$ cat config.mk
export PLATFORM = sky130hd
export DESIGN_NAME = serial_add_ctrl
export DESIGN_NICKNAME = d
export VERILOG_FILES = /design/src/rtl/serial_add_ctrl.sv
export SDC_FILE = /design/constraint.sdc
export NUM_CORES = 1
export LEC_CHECK = 0
export CAP_MARGIN = 40
export CORE_MARGIN = 2
export CORE_UTILIZATION = 35
export DETAILED_ROUTE_END_ITERATION = 16
export PLACE_DENSITY_LB_ADDON = 0.3
export SLEW_MARGIN = 30
export SYNTH_ARGS = -nofsm -noshare
export SYNTH_HDL_FRONTEND = slang
export SYNTH_SLANG_ARGS = --single-unit
$ cat constraint.sdc
create_clock -name clk -period 3.6 [get_ports clk]
set_clock_uncertainty 0.15 [all_clocks]
set_input_delay 0.54 -clock clk [delete_from_list [all_inputs] [get_ports clk]]
set_output_delay 0.54 -clock clk [all_outputs]
set_load 0.01 [all_outputs]
$ cat src/rtl/serial_add_ctrl.sv
// Bit-serial adder sequencer: latches two WIDTH-bit operands and adds them LSB first,
// one bit per clock, through a single full-adder slice. Reports carry-out and signed overflow.
module serial_add_ctrl #(
  parameter int unsigned WIDTH = 8
) (
  input  logic             clk,
  input  logic             reset,
  input  logic             start,
  input  logic [WIDTH-1:0] a,
  input  logic [WIDTH-1:0] b,
  input  logic             cin,
  output logic             busy,
  output logic             done,
  output logic [WIDTH-1:0] sum,
  output logic             cout,
  output logic             overflow
);

  localparam int unsigned CNT_W = (WIDTH > 2) ? $clog2(WIDTH) : 1;
  localparam logic [CNT_W-1:0] LAST_BIT = CNT_W'(WIDTH - 1);

  typedef enum logic [1:0] {
    IDLE = 2'd0,
    RUN  = 2'd1,
    DONE = 2'd2
  } state_t;

  state_t           state;
  logic [CNT_W-1:0] bit_cnt;
  logic             carry;
  logic [WIDTH-1:0] a_sh;
  logic [WIDTH-1:0] b_sh;
  logic [WIDTH-1:0] partial;

  logic slice_s_c;
  logic slice_co_c;

  // The time-shared full-adder slice
  always_comb begin
    slice_s_c  = a_sh[0] ^ b_sh[0] ^ carry;
    slice_co_c = (a_sh[0] & b_sh[0]) | (a_sh[0] & carry) | (b_sh[0] & carry);
  end

  // Sequencer; in RUN the carry register holds the carry into the current bit,
  // so on the last bit it is the carry into the MSB used for overflow.
  always_ff @(posedge clk or posedge reset) begin
    if (reset) begin
      state    <= IDLE;
      busy     <= 1'b0;
      done     <= 1'b0;
      sum      <= '0;
      cout     <= 1'b0;
      overflow <= 1'b0;
      bit_cnt  <= '0;
      carry    <= 1'b0;
      a_sh     <= '0;
      b_sh     <= '0;
      partial  <= '0;
    end else begin
      case (state)
        IDLE, DONE: begin
          done <= 1'b0;
          if (start) begin
            state   <= RUN;
            busy    <= 1'b1;
            a_sh    <= a;
            b_sh    <= b;
            carry   <= cin;
            bit_cnt <= '0;
            partial <= '0;
          end else begin
            state <= IDLE;
            busy  <= 1'b0;
          end
        end
        RUN: begin
          partial <= {slice_s_c, partial[WIDTH-1:1]};
          a_sh    <= {1'b0, a_sh[WIDTH-1:1]};
          b_sh    <= {1'b0, b_sh[WIDTH-1:1]};
          carry   <= slice_co_c;
          bit_cnt <= bit_cnt + CNT_W'(1);
          if (bit_cnt == LAST_BIT) begin
            state    <= DONE;
            busy     <= 1'b0;
            done     <= 1'b1;
            sum      <= {slice_s_c, partial[WIDTH-1:1]};
            cout     <= slice_co_c;
            overflow <= carry ^ slice_co_c;
          end
        end
        default: begin
          state <= IDLE;
          busy  <= 1'b0;
          done  <= 1'b0;
        end
      endcase
    end
  end

endmodule

==> results of run 1 <==
==> cell usage in the layout (no fill, tap or decap), types with 2 or more instances in the layout <==
cell,instances
mux2_2,5
nor2_1,8
a211oi_1,8
mux2_1,2
mux2i_1,8
dfrtp_1,40
nor3_1,7
a22o_1,7
clkbuf_8,5
a21oi_1,8
ha_1,2
inv_1,2
nand2b_1,6
o21ai_1,7
o22ai_1,7
clkdlybuf4s50_1,31
nor2b_1,9
buf_4,2
nand2_1,5
mux2_4,7
==> through the flow <==
stage	hold slack [ns]	setup slack [ns]
4_1_cts	0.348	1.11
2_1_floorplan	0.304	1.99
3_5_place_dp	0.338	1.13
5_1_grt	0.358	1.04
6_report	0.333	1.13
3_3_place_gp	0.318	1.16
==> logic make-up (layout without fill, tap and decap cells) <==
logic type               count (synthesis)  in the layout
AO/OA/AOI/OAI                           38             38
AND/OR/NAND/NOR                         39             39
buffers and inverters                   15             46
flip-flops                              40             40
adder cells (fa/ha/maj)                  3              3
multiplexers                            22             22
XOR/XNOR                                 1              1
==> worst min path at each step <==
| stage | start | end | slack (ns) |
|---|---|---|---|
| finish | reset | partial[7]$_DFFE_PP0P_ | 0.33 |
| global placement | overflow$_DFFE_PP0P_ | overflow$_DFFE_PP0P_ | 0.32 |
| floorplan | bit_cnt[0]$_DFFE_PP0P_ | bit_cnt[0]$_DFFE_PP0P_ | 0.30 |
| CTS | bit_cnt[0]$_DFFE_PP0P_ | bit_cnt[0]$_DFFE_PP0P_ | 0.35 |
| global route | reset | partial[7]$_DFFE_PP0P_ | 0.36 |
| detailed placement | bit_cnt[0]$_DFFE_PP0P_ | bit_cnt[0]$_DFFE_PP0P_ | 0.34 |
==> worst reg2reg max path, stage by stage, from the launching register on <==
cell	delay, ns
dfrtp_1	0.82
nand3b_4	0.40
mux2_1	0.35
==> flip-flops by register name, summed over array words and instances (netlist names) <==
name / cells
a_sh: 8
state: 1
cout: 1
partial: 7
carry: 1
busy: 1
sum: 8
b_sh: 8
overflow: 1
bit_cnt: 3
done: 1
==> cell type report <==
type	count	area [µm²]
repair buffers	35	352
well taps	70	87.6
fillers	460	2820
inverters	3	11.3
multi-input cells	103	790
clock inverters	2	35.0
flip-flops and latches	40	1000
clock buffers	6	72.6
==> metal layers <==
layer	part of all wire, %	vias to the layer above	wire length [µm]	track usage [%]
li1	-	623	-	-
met1	47	619	1680	17.8
met2	47	33	1680	19.7
met3	3.7	10	132	3.26
met4	3.0	0	107	7.50
met5	0	-	0	0
==> power groups by stage <==
| stage | combinational (mW) | clock, mW | sequential, mW |
|---|---|---|---|
| final | 0.781 | 0.363 | 0.830 |
| after floorplan | 0.589 | 0 | 0.799 |
| after global placement | 0.722 | 0 | 0.843 |
| after CTS | 0.755 | 0.367 | 0.852 |
| after detailed placement | 0.753 | 0 | 0.859 |
| after global routing | 0.861 | 0.390 | 0.864 |
==> impl_metrics.toml, run 1 <==
[run_status]
status = "finished, final reports clean"

[drt]
wl_um = 3590
drtIter0Drc = 40
num_vias = 1285
first_pass_iters = 4
postRouteAntennaNets = 0
via_per_inst = 4.96
drc = 0
detail_route.wl_per_cell_um = 13.9

[yosys]
synth_top_family_by_area = "multiplexers"
syn_inst = 158
async_flop_share_pct = 100
synth_top_area_share_pct = 53.0
syn-cell-area_um2 = 1890
synth.most_common_cell = "dfrtp_1"
synth_adder_area_share_pct = 2.38
synth_commonest_cells = "40 x dfrtp_1, 9 x nor2b_1"
ys_warn_count = 0
synthSimpleGateAreaFrac_pct = 11.9
synthXorXnorAreaFrac_pct = 0.464
synth.area.mux_share_pct = 14.0
synth_area_leaders = "dfrtp_1 53%, mux2_4 5.6%, mux2i_1 4.2%"
ys.flop_type = "dfrtp_1"
yosysSeqAreaShare_pct = 53.0
synth.avg_cell_area_um2 = 12.0
synth_compound_area_share_pct = 13.1
synth_nets = 181
ys_seq_elements = 40
synth_edf_count = 0
netlist-cell-type-count = 28
synth.largest_area_cell = "dfrtp_1"

[critical_path]
worstSetupStartpointType = "flip-flop"
max_stage_delay_ns = 0.82
cp_num_buf_inv = 1
rrSetupSlack_ns = 1.77
cp_max_fo = 17
crit_slowest_cell = "dfrtp_1"
cp_num_cells = 1
reg2reg_to = "sum[3]$_DFFE_PP0P_"
worstPathCellList = "clkdlybuf4s50_1"
crit_path_start = "done$_DFFE_PP0P_"
arrival_ns = 1.78
reg2regPathDepth = 2
worstSetupEndpoint = "done"
r2r_start = "done$_DFFE_PP0P_"
crit_type = "reg2out"
crit_family = "flip-flops"
endpoint_kind = "primary output"
worstPathRequired_ns = 2.91

[power_and_ir_drop]
swShare_pct = 33.9
powerDensity_nw_per_um2 = 840
power.internal_mw = 1.30
total_power_mw = 1.97
seqPwrFrac_pct = 42.1
power_frac_clock_pct = 18.4
ir_drop_mv = 0.260
pwr-share-comb_pct = 39.6
power.leakage_nw = 1.00
p_sw_uw = 669

[die]
start_util_pct = 36.5
std_cell_rows = 26
ios = 32
chipHeight_um = 77.5
die_w_um = 77.5
die-area_um2 = 6000
core_area_um2 = 5170

[placement]
hpwl_um = 2500
place_congestion = 0.790
port_buffers = 31
dp.cells = 249
placed_area_um2 = 2210

[final_layout]
nNetsFinal = 211
final_util_pct = 45.4
diodes = 0
syn2layout_area_growth_pct = 24.3
fin_area_um2 = 2350
finalNonFillerCells = 259
drive_gt1_share_pct = 14.3

[clock_tree]
numCtsBuffers = 5
root_buffer = "clkbuf_8"
clk_latency_ns = 0.30
hold_buffers = 0
post_cts_resized = 0
cts_setup_buffers = 0
cts_tree = "done"
clockBufferDepth = 2
cts.sinks = 40
htreeDepth = 2
clkSlewWorstSetupHoldPaths_ns = 0.08

[timing]
min_period_ns = 2.47
fmaxAchievable_mhz = 405
drv_slew = 0
finalHoldViolCount = 0
timing.final.crit_share_pct = 68.5
setup_violations = 0
worst_pin_slew_ns = 0.729
slew_headroom_pct = 51.3
tns_ns = 0
rsz0062_at_grt = "false"

[min_path]
hp-class = "in2async"

[global_route]
grt_pass1_vias = 1310
grt_overflow = 0
grt_pass1_wl_um = 6290
grt_max_degree = 32
grt_util_all_layers_pct = 13.3
antenna_found_initial = 0

[flow_run]
cap_violations = 0
(Power assumes the default switching activity.)
==> run 2, diff against run 1 <==
Clock period 3.6 ns to 2.34 ns, I/O delays scaled along.
==> run 2 against run 1 <==
Against the previous run:
- first-iteration DRC count is 10% higher
- combinational power grew 56%
- clock power grew 27%
- cell area is 0.91% lower
- non-clock buffer count grew 1
- critical endpoint unchanged
- critical path type unchanged
- wire length decreased by 0.39%
- global-route usage fell by 0.52 points
- via count rose by 0.16%
- register-to-register slack got worse by 1.1 ns
==> impl_metrics.toml, run 2 (same netlist as run 1, synthesis figures left out) <==
[run_status]
status = "finished, final reports clean"

[clock_tree]
cts.sinks = 40
clk_latency_ns = 0.29
cts_setup_buffers = 0
hold_buffers = 0
cts_tree = "done"
clkSlewWorstSetupHoldPaths_ns = 0.07
root_buffer = "clkbuf_8"
htreeDepth = 2
numCtsBuffers = 5
clockBufferDepth = 2
post_cts_resized = 0

[die]
die-area_um2 = 6000
chipHeight_um = 77.5
core_area_um2 = 5170
die_w_um = 77.5
ios = 32
start_util_pct = 36.5
std_cell_rows = 26

[critical_path]
cp_num_buf_inv = 1
worstSetupStartpointType = "flip-flop"
max_stage_delay_ns = 0.62
r2r_start = "bit_cnt[0]$_DFFE_PP0P_"
crit_family = "buffers and inverters"
rrSetupSlack_ns = 0.65
cp_max_fo = 10
worstPathRequired_ns = 1.84
endpoint_kind = "primary output"
reg2reg_to = "sum[4]$_DFFE_PP0P_"
crit_type = "reg2out"
crit_slowest_cell = "clkdlybuf4s50_1"
worstPathCellList = "clkdlybuf4s50_1"
arrival_ns = 1.49
reg2regPathDepth = 4

[global_route]
grt_pass1_vias = 1296
use_met1_pct = 16.7
grt-busiest-layer = "met2"
antenna_found_initial = 0
grt_pass1_wl_um = 6060
grt_max_degree = 41
use_met3_pct = 4.07
globalRouteMet2Util_pct = 20.3
grt_overflow = 0
grt_util_all_layers_pct = 12.8

[placement]
dp.cells = 252
placed_area_um2 = 2240
pre_cts_slack_ns = 0.504
port_buffers = 31
hpwl_um = 2520
place_congestion = 0.745

[timing]
fmaxAchievable_mhz = 502
slew_headroom_pct = 66.8
worst_pin_slew_ns = 0.498
timing.final.crit_share_pct = 85.1
tns_ns = 0
setup_violations = 0
rsz0062_at_grt = "false"
fin_ws_ns = 0.348
drv_slew = 0
min_period_ns = 1.99
finalHoldViolCount = 0

[final_layout]
finalNonFillerCells = 260
nNetsFinal = 212
diodes = 0
final_cell_mix = "40 x dfrtp_1, 31 x clkdlybuf4s50_1, 9 x nor2b_1"
final_common_cell = "dfrtp_1"
largestRegisters = "a_sh (8), b_sh (8), sum (8)"
fin_area_um2 = 2330
drive_gt1_share_pct = 14.2
syn2layout_area_growth_pct = 23.2

[drt]
drc = 0
detail_route.wl_per_cell_um = 13.8
postRouteAntennaNets = 0
wl_um = 3580
drtIter0Drc = 44
first_pass_iters = 4
num_vias = 1287
via_per_inst = 4.95

[flow_run]
cap_violations = 0

[power_and_ir_drop]
ir_drop_mv = 0.380
power.leakage_nw = 0.993
powerDensity_nw_per_um2 = 1260

[min_path]
hp-class = "in2async"
==> run 2: stage by stage <==
step / hold WS (ns) / power, mW / util, %
after global routing: 0.355 / 3.16 / 45.0
after detailed placement: 0.328 / 2.51 / 43.3
after global placement: 0.319 / 2.42 / 43.3
final: 0.334 / 2.94 / 45.0
after CTS: 0.340 / 2.97 / 45.0
after floorplan: 0.304 / 2.13 / -
==> run 2: per-layer routing <==
layer	part of all wire [%]	vias to the layer above
met5	0	-
met4	1.1	0
met3	4.4	4
met2	48	28
met1	46	632
li1	-	623
==> run 2: power by group <==
group	leakage (nW)	switching [mW]	total, mW	internal (mW)
combinational	0.455	0.539	1.22	0.684
clock	0.0455	0.221	0.461	0.240
sequential	0.493	0.250	1.26	1.01
==> run 2: area by class of cell <==
type / count / area, µm²
well taps: 70 / 87.6
multi-input cells: 103 / 790
repair buffers: 36 / 348
clock buffers: 8 / 90.1
flip-flops and latches: 40 / 1000
fillers: 463 / 2850
inverters: 3 / 11.3
==> run 2: worst max path at each step <==
| stage | slack [ns] | end | from | cells past startpoint |
|---|---|---|---|---|
| after floorplan | 0.73 | cout$_DFFE_PP0P_ | bit_cnt[0]$_DFFE_PP0P_ | 5 |
| after global placement | 0.61 | a_sh[7]$_DFFE_PP0P_ | start | 5 |
| after detailed placement | 0.50 | a_sh[0]$_DFFE_PP0P_ | start | 5 |
| after CTS | 0.31 | done | done$_DFFE_PP0P_ | 1 |
| after global routing | 0.24 | done | done$_DFFE_PP0P_ | 1 |
| final | 0.35 | done | done$_DFFE_PP0P_ | 1 |
==> run 3, diff against run 2 <==
Settings changed: CAP_MARGIN 40 to 20.
==> results of run 3 <==
No change in the layout: final DEF, timing and power equal those of run 2.
